### src/rtl/dmem_pkg.sv
// Shared constants and types for the data-memory arbiter slice.
package dmem_pkg;

  localparam int unsigned ADDR_W = 8;
  localparam int unsigned DATA_W = 16;
  localparam int unsigned DEPTH  = 2 ** ADDR_W;

  typedef enum logic {RUN, CLEAR} arb_state_t;
  typedef enum logic {PORT_A, PORT_B} port_t;

endpackage

### src/rtl/dmem_arbiter_if.sv
// Requester, clear-control and memory-side signals of the data-memory arbiter.
interface dmem_arbiter_if;
  import dmem_pkg::*;

  logic              A_req, B_req;
  logic              A_wr, B_wr;
  logic [ADDR_W-1:0] A_addr, B_addr;
  logic [DATA_W-1:0] A_wdata, B_wdata;
  logic              A_gnt, B_gnt;
  logic              A_rvalid, B_rvalid;
  logic [DATA_W-1:0] R_data;
  logic              Clr;
  logic              Busy;
  logic [ADDR_W-1:0] M_addr;
  logic [DATA_W-1:0] M_wdata;
  logic              M_wr;
  logic [DATA_W-1:0] M_rdata;

  modport arb (
    input  A_req, B_req, A_wr, B_wr, A_addr, B_addr, A_wdata, B_wdata, Clr, M_rdata,
    output A_gnt, B_gnt, A_rvalid, B_rvalid, R_data, Busy, M_addr, M_wdata, M_wr
  );

  modport host (
    output A_req, B_req, A_wr, B_wr, A_addr, B_addr, A_wdata, B_wdata, Clr, M_rdata,
    input  A_gnt, B_gnt, A_rvalid, B_rvalid, R_data, Busy, M_addr, M_wdata, M_wr
  );

endinterface

### src/rtl/dmem_clear_seq.sv
// Zero-fill address counter; done_c marks the last word of a sweep.
module dmem_clear_seq
  import dmem_pkg::*;
(
  input  logic              clk,
  input  logic              rst_n,
  input  logic              en,
  output logic [ADDR_W-1:0] count,
  output logic              done_c
);

  assign done_c = en && (count == ADDR_W'(DEPTH - 1));

  // Counter parks at zero whenever the sweep is not running.
  always_ff @(posedge clk or negedge rst_n) begin
    if (!rst_n) begin
      count <= '0;
    end else if (!en || done_c) begin
      count <= '0;
    end else begin
      count <= count + ADDR_W'(1);
    end
  end

endmodule

### src/rtl/dmem_arbiter.sv
// Round-robin two-port arbiter in front of the single-port data memory.
// Optional zero-fill sequencer is built when DMEM_ARB_CLEAR_EN is defined.
module dmem_arbiter
  import dmem_pkg::*;
(
  input  logic       Clk,
  input  logic       Reset_n,
  dmem_arbiter_if.arb bus
);

  arb_state_t        state, next_state;
  port_t             prio;
  logic [ADDR_W-1:0] addr_q, clr_cnt;
  logic [DATA_W-1:0] wdata_q;
  logic              clr_done;
  logic              a_gnt, b_gnt;
  logic              a_rvalid, b_rvalid;

`ifdef DMEM_ARB_CLEAR_EN
  dmem_clear_seq u_clear_seq (
    .clk    (Clk),
    .rst_n  (Reset_n),
    .en     (state == CLEAR),
    .count  (clr_cnt),
    .done_c (clr_done)
  );

  // Reset lands in CLEAR so every reset release zero-fills the memory.
  always_ff @(posedge Clk or negedge Reset_n) begin
    if (!Reset_n) state <= CLEAR;
    else          state <= next_state;
  end
`else
  logic [1:0] unused_nc;
  assign unused_nc = {bus.Clr, next_state == CLEAR};
  assign clr_cnt   = '0;
  assign clr_done  = 1'b0;
  assign state     = RUN;
`endif

  // Grant selection, memory-side mux and next state.
  always_comb begin
    next_state  = state;
    a_gnt       = 1'b0;
    b_gnt       = 1'b0;
    bus.M_addr  = addr_q;
    bus.M_wdata = wdata_q;
    bus.M_wr    = 1'b0;
    case (state)
      RUN: begin
        if (Reset_n) begin
          if (bus.A_req && (!bus.B_req || prio == PORT_A)) a_gnt = 1'b1;
          else if (bus.B_req)                                b_gnt = 1'b1;
        end
        if (a_gnt) begin
          bus.M_addr  = bus.A_addr;
          bus.M_wdata = bus.A_wdata;
          bus.M_wr    = bus.A_wr;
        end else if (b_gnt) begin
          bus.M_addr  = bus.B_addr;
          bus.M_wdata = bus.B_wdata;
          bus.M_wr    = bus.B_wr;
        end
`ifdef DMEM_ARB_CLEAR_EN
        if (Reset_n && bus.Clr) next_state = CLEAR;
`endif
      end
      CLEAR: begin
        bus.M_addr  = clr_cnt;
        bus.M_wdata = '0;
        bus.M_wr    = Reset_n;
        if (clr_done) next_state = RUN;
      end
      default: next_state = RUN;
    endcase
  end

  // Priority, held bus values and read-valid strobes.
  always_ff @(posedge Clk or negedge Reset_n) begin
    if (!Reset_n) begin
      prio     <= PORT_A;
      addr_q   <= '0;
      wdata_q  <= '0;
      a_rvalid <= 1'b0;
      b_rvalid <= 1'b0;
    end else begin
      if (a_gnt)      prio <= PORT_B;
      else if (b_gnt) prio <= PORT_A;
      addr_q   <= bus.M_addr;
      wdata_q  <= bus.M_wdata;
      a_rvalid <= a_gnt & ~bus.A_wr;
      b_rvalid <= b_gnt & ~bus.B_wr;
    end
  end

  assign bus.A_gnt    = a_gnt;
  assign bus.B_gnt    = b_gnt;
  assign bus.A_rvalid = a_rvalid;
  assign bus.B_rvalid = b_rvalid;
  assign bus.R_data   = bus.M_rdata;
  assign bus.Busy     = (state == CLEAR);

endmodule
### src/flat_wrapper.sv
// flat-port wrapper written by rule: the top's interface ports become plain ports
module dmem_arbiter_flat import dmem_pkg::*;
  (Clk, Reset_n, bus_A_req, bus_B_req, bus_A_wr, bus_B_wr, bus_A_addr, bus_B_addr, bus_A_wdata, bus_B_wdata, bus_Clr, bus_M_rdata, bus_A_gnt, bus_B_gnt, bus_A_rvalid, bus_B_rvalid, bus_R_data, bus_Busy, bus_M_addr, bus_M_wdata, bus_M_wr);
  dmem_arbiter_if bus_i ();
  input  logic Clk;
  input  logic Reset_n;
  input wire logic [$bits(bus_i.A_req)-1:0] bus_A_req;
  input wire logic [$bits(bus_i.B_req)-1:0] bus_B_req;
  input wire logic [$bits(bus_i.A_wr)-1:0] bus_A_wr;
  input wire logic [$bits(bus_i.B_wr)-1:0] bus_B_wr;
  input wire logic [$bits(bus_i.A_addr)-1:0] bus_A_addr;
  input wire logic [$bits(bus_i.B_addr)-1:0] bus_B_addr;
  input wire logic [$bits(bus_i.A_wdata)-1:0] bus_A_wdata;
  input wire logic [$bits(bus_i.B_wdata)-1:0] bus_B_wdata;
  input wire logic [$bits(bus_i.Clr)-1:0] bus_Clr;
  input wire logic [$bits(bus_i.M_rdata)-1:0] bus_M_rdata;
  output wire logic [$bits(bus_i.A_gnt)-1:0] bus_A_gnt;
  output wire logic [$bits(bus_i.B_gnt)-1:0] bus_B_gnt;
  output wire logic [$bits(bus_i.A_rvalid)-1:0] bus_A_rvalid;
  output wire logic [$bits(bus_i.B_rvalid)-1:0] bus_B_rvalid;
  output wire logic [$bits(bus_i.R_data)-1:0] bus_R_data;
  output wire logic [$bits(bus_i.Busy)-1:0] bus_Busy;
  output wire logic [$bits(bus_i.M_addr)-1:0] bus_M_addr;
  output wire logic [$bits(bus_i.M_wdata)-1:0] bus_M_wdata;
  output wire logic [$bits(bus_i.M_wr)-1:0] bus_M_wr;
  assign bus_i.A_req = bus_A_req;
  assign bus_i.B_req = bus_B_req;
  assign bus_i.A_wr = bus_A_wr;
  assign bus_i.B_wr = bus_B_wr;
  assign bus_i.A_addr = bus_A_addr;
  assign bus_i.B_addr = bus_B_addr;
  assign bus_i.A_wdata = bus_A_wdata;
  assign bus_i.B_wdata = bus_B_wdata;
  assign bus_i.Clr = bus_Clr;
  assign bus_i.M_rdata = bus_M_rdata;
  assign bus_A_gnt = bus_i.A_gnt;
  assign bus_B_gnt = bus_i.B_gnt;
  assign bus_A_rvalid = bus_i.A_rvalid;
  assign bus_B_rvalid = bus_i.B_rvalid;
  assign bus_R_data = bus_i.R_data;
  assign bus_Busy = bus_i.Busy;
  assign bus_M_addr = bus_i.M_addr;
  assign bus_M_wdata = bus_i.M_wdata;
  assign bus_M_wr = bus_i.M_wr;
  dmem_arbiter u_core (.Clk(Clk), .Reset_n(Reset_n), .bus(bus_i));
endmodule
### config.mk
export PLATFORM = sky130hd
export DESIGN_NAME = dmem_arbiter_flat
export DESIGN_NICKNAME = d
export VERILOG_FILES = /design/src/rtl/dmem_pkg.sv /design/src/rtl/dmem_arbiter_if.sv /design/src/rtl/dmem_clear_seq.sv /design/src/rtl/dmem_arbiter.sv /design/src/flat_wrapper.sv
export SDC_FILE = /design/constraint.sdc
export NUM_CORES = 1
export LEC_CHECK = 0
export BUFFER_PORTS_ARGS = -buffer_cell sky130_fd_sc_hd__buf_4
export CAP_MARGIN = 20
export CELL_PAD_IN_SITES_DETAIL_PLACEMENT = 1
export CELL_PAD_IN_SITES_GLOBAL_PLACEMENT = 1
export CORE_MARGIN = 2
export CORE_UTILIZATION = 30
export CTS_CLUSTER_DIAMETER = 80
export DETAILED_ROUTE_END_ITERATION = 8
export GPL_TIMING_DRIVEN = 1
export PLACE_DENSITY_LB_ADDON = 0.1
export SETUP_SLACK_MARGIN = 0.5
export SLEW_MARGIN = 20
export SYNTH_ARGS = -nofsm -noshare
export SYNTH_HDL_FRONTEND = slang
export SYNTH_SLANG_ARGS = --single-unit
### constraint.sdc
create_clock -name Clk -period 1.38 [get_ports Clk]
set_clock_uncertainty 0.1 [all_clocks]
set_input_delay 0.207 -clock Clk [delete_from_list [all_inputs] [get_ports Clk]]
set_output_delay 0.207 -clock Clk [all_outputs]
set_load 0.01 [all_outputs]
### After elaboration in Yosys (flattened, before gate mapping)

Cells that the tools add are included.

| word-level totals | value |
|---|---|
| logic and storage cells | 27 |
| bits of input ports | 71 |
| flip-flop bits (word level) | 27 |

| cells by class | value |
|---|---|
| mux-type cells | 13 |
| reduce and logical (&&, ||, !) cells | 4 |
| bitwise operators | 5 |

Operator list:

| cell | number |
|---|---|
| $mux W16 | 2 |
| $mux W8 | 2 |
| $mux W1 | 9 |
| $not A1 Y1 | 3 |
| $and A1 B1 Y1 | 2 |
| $reduce_bool A2 Y1 | 1 |
| $logic_and A1 B1 Y1 | 1 |
| $logic_not A1 Y1 | 1 |
| $logic_or A1 B1 Y1 | 1 |

### Longest topological paths before layout

Gate-level depths: netlist of the first run.

| logic depth | value |
|---|---|
| depth after elaboration | 7 |
| gate-level depth with buffers | 6 |
| gate-level depth less buffers | 4 |

### Worst setup path before layout of the first run

Ideal clock, no wire load.

| timing | value |
|---|---|
| path type | flip-flop to output port |
| from | register u_core.prio |
| to | output port bus_M_addr[3] |
| setup slack | -0.070 ns |
| stages on the path, launching flop included | 6 |
| arrival | 1.143 ns |
| path buffers | 2 |
| path through | dfrtp_1 > nor2b_1 > buf_6 > buf_6 > o31ai_2 > mux2i_1 |

| between the ends | value |
|---|---|
| cells in the longest elaborated chain, start to end | 7 |

RTL lines:

| what | line | source |
|---|---|---|
| from (decl) | dmem_arbiter.sv:12 | `port_t prio;` |
| from (signal assigned) | dmem_arbiter.sv:81 | `prio <= PORT_A;` |
| from (signal assigned) | dmem_arbiter.sv:87 | `if (a_gnt) prio <= PORT_B;` |
| from (signal assigned) | dmem_arbiter.sv:88 | `else if (b_gnt) prio <= PORT_A;` |
| $not A1 Y1 (*) | dmem_arbiter.sv:52 | `if (bus.A_req && (!bus.B_req \|\| prio == PORT_A)) a_gnt = 1'b1;` |
| $logic_or A1 B1 Y1 (*) | dmem_arbiter.sv:52 |  |
| $logic_and A1 B1 Y1 (*) | dmem_arbiter.sv:52 |  |
| $mux W1 | dmem_arbiter.sv:52 |  |
| $mux W1 | dmem_arbiter.sv:51 | `if (Reset_n) begin` |
| $mux W8 | dmem_arbiter.sv:59 | `end else if (b_gnt) begin` |
| $mux W8 (*) | dmem_arbiter.sv:55 | `if (a_gnt) begin` |
| to (decl) | flat_wrapper.sv:23 | `output wire logic [$bits(bus_i.M_addr)-1:0] bus_M_addr;` |

Every way passes the cells marked *; elsewhere a longest branch is shown, timed or not.

### Worst setup path after layout of the first run

| timing | value |
|---|---|
| from | register u_core.prio |
| to | output port bus_M_addr[6] |

Same word-level chain as after synthesis.

==> flow_summary.json, run 1 <==
{
  "violations": "negative hold slack, negative setup slack",
  "reg2reg_from": "u_core.prio",
  "cts_hold_buffers": 6,
  "path_buf_inv": 2,
  "highest_layer": "met4",
  "grt_pass1_wl_um": 9260,
  "clk_pin_slew_ps": 100,
  "hold_end": "u_core.bus.B_rvalid",
  "setup_slack_ps": -518,
  "worstReg2RegEnd": "u_core.wdata_q[3]",
  "numPortBuffers": 82,
  "grt.total_usage_pct": 18.3,
  "p_seq_share_pct": 33.3,
  "total_power_mw": 2.90,
  "startpoint_type": "register",
  "first_global_vias": 1866,
  "p_sw_share_pct": 30.7,
  "ioPinCount": 117,
  "cp_top_family": "flip-flops",
  "antenna_found_initial": 0,
  "p_sw_mw": 0.891,
  "syn_nets": 237,
  "area_growth_pct": 76.3,
  "ys_seq_elements": 27,
  "netlist_instances": 166,
  "avgSynthCellArea_um2": 10.8,
  "power_density_nw_per_um2": 914,
  "numCtsBuffers": 3,
  "vias": 1713,
  "cell_internal_pwr_mw": 2.01,
  "slew_viol_final": 0,
  "viasPerCell": 4.59,
  "synth_cell_types": 20,
  "final_cell_mix": "128 x buf_4, 26 x dfrtp_1, 24 x inv_1, 24 x a21o_1",
  "layout_commonest_cell": "buf_4",
  "wl_met1_um": 2290,
  "fin_crit_ps": 1900,
  "power_frac_comb_pct": 50.9,
  "fmax_ghz": 0.527,
  "worst-path-max-fanout": 7,
  "min_path_cells": 2,
  "critPathCaptureType": "output port",
  "rr_worst_depth": 7,
  "syn_area_um2": 1800,
  "finalCritPeriodShare_pct": 138,
  "final_nets": 370,
  "hold_viol_final": 1,
  "die_w_um": 81.4,
  "insertion_delay_ps": 270,
  "clock_sinks": 27,
  "outcome": "finished with violations",
  "vdd_drop_max_mv": 0.733,
  "wl_met2_um": 3250,
  "firstDrtPassIters": 4,
  "worstPathArrival_ps": 1590,
  "initialDrtViolationCount": 69,
  "gp_congestion": 0.745,
  "final_layout_size_suffix_gt1_share_pct": 64.4,
  "max-cap-violations": 0,
  "regToRegSetupSlack_ps": -250,
  "drcViolationCount": 0,
  "start_util_pct": 30.7,
  "hold_class": "in2reg",
  "slowest_delay_ps": 460,
  "p_leak_nw": 1.72,
  "die_h_um": 81.4,
  "clkPwrFrac_pct": 15.9,
  "worstPathCellList": "nor2b_4, buf_6, o31ai_2, mux2i_1, buf_4",
  "cts_max_level": 1,
  "finalHoldWorstSlack_ps": -11.6,
  "die_area_um2": 6630,
  "core_area_um2": 5850,
  "rows": 28,
  "wl_per_cell_um": 15.9,
  "drtAntennaViolNets": 0,
  "cpMaxStageDelayCell": "dfrtp_2",
  "clockBufferDepth": 2,
  "cts_root_buffer": "clkbuf_8",
  "wl_met3_um": 370,
  "rsz0062_at_grt": "yes",
  "hpwlAfterDp_um": 4100,
  "grt_max_degree": 16,
  "yosys_warnings": 0,
  "cts_tree": "built",
  "critPathRequiredTime_ps": 1070,
  "n_antenna_cell": 0,
  "setup_viol": 46,
  "crit_type": "reg2out",
  "wl_um": 5940,
  "synth_seq_area_share_pct": 37.6,
  "hp-start": "bus_B_wr",
  "grt_overflow": 0
}
-- metal layers --
layer | GRT usage, % | vias to the layer above
met5 | 0 | -
met4 | 3.22 | 0
met3 | 3.74 | 4
met2 | 35.2 | 64
met1 | 20.9 | 829
li1 | - | 816
-- area by class of cell --
type                            instances  area [µm²]
Fill cell                             642        2680
Tap cell                               75        93.8
Multi-Input combinational cell         83         883
Inverter                               25        98.8
Clock inverter                          1        5.00
Clock buffer                            3        41.3
Timing Repair Buffer                  159        1370
Sequential cell                        27         677
-- flip-flops by register name, indices dropped and copies added (netlist names) --
register and count:
u_core.bus.B_rvalid 1, u_core.addr_q 8, u_core.bus.A_rvalid 1, u_core.prio 1, u_core.wdata_q 16
-- Yosys cell counts --
cell type  number  share of area [%]
buf_12          1                1.1
buf_2           4                1.1
conb_1          1               0.21
nand2_4         2                1.3
buf_8           1               0.83
dfrtp_1        27                 38
buf_6           5                3.1
inv_2           1               0.21
buf_4          20                8.4
nand3_2         1               0.56
nor2_1          2               0.42
o31ai_1         5                2.1
mux2i_1        24                 13
o31ai_2        19                 13
a21o_1         24                 10
nand2_1         2               0.42
nor3_1          1               0.28
inv_1          24                5.0
nor2b_1         1               0.35
a22o_1          1               0.49
-- through the flow --
stage	util (%)	cell area [µm²]	setup TNS, ps	setup WS (ps)	cells
final	54.2	3170	-14670	-518	373
after detailed placement	44.1	2580	-4630	-285	329
after floorplan	-	1810	-1140	-61.4	166
after global placement	44.1	2580	-3070	-166	329
after CTS	51.2	3000	-13730	-507	362
after global routing	54.2	3170	-17840	-580	373
-- cells by family (layout without fill, tap and decap cells) --
| kind of cell | after synthesis | after routing | share of synthesized area [%] |
|---|---|---|---|
| and+or+nand+nor | 9 | 9 | 3.27 |
| DFF | 27 | 27 | 37.6 |
| other | 1 | 1 | 0.209 |
| AOI/OAI and AO/OA | 49 | 49 | 25.8 |
| muxes | 24 | 24 | 13.4 |
| buffers and inverters | 56 | 188 | 19.8 |
-- power by group through the flow --
stage / Combinational [mW] / Sequential, mW / Clock, mW
after floorplan: 0.572 / 0.964 / 0
after global placement: 1.02 / 0.970 / 0
after detailed placement: 1.06 / 0.979 / 0
after CTS: 1.34 / 0.964 / 0.495
after global routing: 1.59 / 0.978 / 0.519
final: 1.47 / 0.964 / 0.459
-- worst max-delay path by stage --
stage | from | endpoint | slack, ps | cells after the start
global placement | u_core.prio | bus_M_addr[0] | -170 | 5
CTS | u_core.prio | bus_M_addr[1] | -510 | 5
detailed placement | u_core.prio | bus_M_addr[1] | -280 | 5
global route | u_core.prio | bus_M_addr[6] | -580 | 5
floorplan | u_core.prio | bus_M_addr[3] | -60 | 5
finish | u_core.prio | bus_M_addr[6] | -520 | 5
-- what timing repair did --
| action | in CTS | in global routing |
|---|---|---|
| gates cloned | 2 | 1 |
| setup buffers | 21 | 10 |
| hold endpoints to repair | 20 | 1 |
| endpoints found under the setup margin | 56 | 69 |
| gates resized for setup | 28 | 17 |
| pin swaps | 2 | 0 |
Power figures use the tool's default switching activity.
==> run 2: changes to the inputs <==
--- a/config.mk
+++ b/config.mk
@@ -10,12 +10,13 @@
 export CELL_PAD_IN_SITES_DETAIL_PLACEMENT = 1
 export CELL_PAD_IN_SITES_GLOBAL_PLACEMENT = 1
 export CORE_MARGIN = 2
-export CORE_UTILIZATION = 30
+export CORE_UTILIZATION = 27
 export CTS_CLUSTER_DIAMETER = 80
 export DETAILED_ROUTE_END_ITERATION = 8
 export GPL_TIMING_DRIVEN = 1
 export PLACE_DENSITY_LB_ADDON = 0.1
 export SETUP_SLACK_MARGIN = 0.5
+export SKIP_CTS_REPAIR_TIMING = 1
 export SLEW_MARGIN = 20
 export SYNTH_ARGS = -nofsm -noshare
 export SYNTH_HDL_FRONTEND = slang
==> constraint.sdc (replaced) <==
create_clock -name Clk -period 1.62 [get_ports Clk]
set_clock_uncertainty 0.1 [all_clocks]
set_input_delay 0.243 -clock Clk [delete_from_list [all_inputs] [get_ports Clk]]
set_output_delay 0.243 -clock Clk [all_outputs]
set_load 0.01 [all_outputs]
==> flow_summary.json, run 2 (synthesized netlist as in run 1, its figures left out) <==
{
  "startpoint_type": "register",
  "max-cap-violations": 0,
  "drcViolationCount": 0,
  "grt_overflow": 0,
  "worstReg2RegEnd": "u_core.addr_q[5]",
  "regToRegSetupSlack_ps": 100,
  "rr_worst_depth": 6,
  "cts_root_buffer": "clkbuf_8",
  "clock_sinks": 27,
  "area_growth_pct": 50.2,
  "reg.largest.list": "u_core.wdata_q: 16 flops, u_core.addr_q: 8 flops",
  "outcome": "finished with violations",
  "final_nets": 327,
  "power_density_nw_per_um2": 809,
  "drtAntennaViolNets": 0,
  "rsz0062_at_grt": "yes",
  "wl_per_cell_um": 16.1,
  "numPortBuffers": 82,
  "n_antenna_cell": 0,
  "final_cell_mix": "105 x buf_4, 26 x dfrtp_1, 24 x inv_1, 24 x a21o_1, 23 x mux2i_1",
  "die_h_um": 85.6,
  "worstPathArrival_ps": 1590,
  "finalCritPeriodShare_pct": 119,
  "utilization_pct": 42.3,
  "setup_tns_ps": -6630,
  "hold_class": "in2async",
  "firstDrtPassIters": 3,
  "violations": "negative hold slack, negative setup slack",
  "wl_um": 5330,
  "initialDrtViolationCount": 23,
  "rows": 29,
  "multi_input_area_um2": 793,
  "total_power_mw": 2.18,
  "fmax_ghz": 0.518,
  "largest_reg_flops": 16,
  "critPathCaptureType": "output port",
  "final_layout_size_suffix_gt1_share_pct": 56.9,
  "viasPerCell": 4.63,
  "vias": 1538,
  "slew_viol_final": 0,
  "n_fill_cell": 718,
  "gp_congestion": 0.798,
  "busiest_layer": "met2",
  "die_w_um": 85.6,
  "grt_max_degree": 31,
  "largest_register": "u_core.wdata_q",
  "core_area_um2": 6390,
  "die_area_um2": 7330,
  "reg2reg_from": "u_core.prio",
  "grt_util_met3_pct": 2.41,
  "clk_pin_slew_ps": 90,
  "hpwlAfterDp_um": 3800,
  "antenna_found_initial": 0,
  "slew_headroom_pct": 66.3,
  "p_leak_nw": 1.49,
  "grt_util_met2_pct": 24.0,
  "clockBufferDepth": 2,
  "ioPinCount": 117,
  "cts_max_level": 1,
  "worst_slew_pin_slew_ps": 504,
  "grt_util_met1_pct": 18.1,
  "p_sw_share_pct": 30.5,
  "grt_pass1_wl_um": 8180,
  "cts_tree": "built",
  "hold_viol_final": 16,
  "insertion_delay_ps": 280,
  "cell_internal_pwr_mw": 1.52,
  "layout_commonest_cell": "buf_4",
  "finalHoldWorstSlack_ps": -321,
  "setup_viol": 26,
  "setup_slack_ps": -311,
  "first_global_vias": 1645,
  "numCtsBuffers": 3,
  "critPathRequiredTime_ps": 1280,
  "clkPwrFrac_pct": 17.8,
  "worst-path-max-fanout": 11,
  "start_util_pct": 28.2,
  "crit_type": "reg2out",
  "fin_crit_ps": 1930,
  "p_sw_mw": 0.666,
  "layout.area.seq_um2": 677,
  "place_ws_ps": -116,
  "grt.total_usage_pct": 14.0,
  "power_frac_comb_pct": 44.7,
  "vdd_drop_max_mv": 0.296,
  "p_seq_share_pct": 37.5
}
## run 2: changes by cell type in the layout (fill, tap and decap cells not counted), sizes merged
cell and delta:
buf -39, clkbuf +2, dlymetal6s4s -1, dlygate4sd3 -4, clkinv -1
## run 2: worst max-delay path, cell delays in order, from the launching register on
cell       delay (ps)
dfrtp_2           460
nor2b_4           190
clkbuf_16         210
o31ai_1            90
mux2i_1           200
buf_4             160
## run 2: per-layer routing
layer / part of all wire [%] / up-vias / wire (µm)
met3: 6.4 / 15 / 344
met4: 1.5 / 0 / 78
met2: 50 / 63 / 2670
li1: - / 724 / -
met5: 0 / - / 0
met1: 42 / 736 / 2250
## run 2: final cells by class
type | instances | share of cell area [%]
clock buffer | 4 | 1.67
multi-input combinational | 83 | 29.4
inverter | 25 | 3.94
timing repair buffer | 116 | 36.4
sequential | 27 | 25.1
tap | 77 | 3.57
## run 2: how the worst max path moves through the flow
stage | end | startpoint | slack (ps) | depth (start not counted)
floorplan | bus_M_addr[3] | u_core.prio | 140 | 5
global placement | bus_M_wdata[5] | Reset_n | -10 | 5
detailed placement | bus_M_addr[0] | bus_B_req | -120 | 5
CTS | bus_M_wdata[5] | u_core.prio | -360 | 5
global route | bus_M_addr[2] | u_core.prio | -410 | 5
finish | bus_M_addr[7] | u_core.prio | -310 | 5
## run 2: stage by stage
step                      instances  cell area [µm²]
after floorplan                 166             1810
after global placement          312             2450
after detailed placement        312             2450
after CTS                       316             2500
after global routing            332             2700
final                           332             2700
## run 2: power groups by stage
stage	Sequential [mW]	Clock, mW	Combinational (mW)
after floorplan	0.822	0	0.485
after global placement	0.826	0	0.839
after detailed placement	0.833	0	0.865
after CTS	0.819	0.409	0.869
after global routing	0.832	0.438	1.06
final	0.819	0.390	0.976
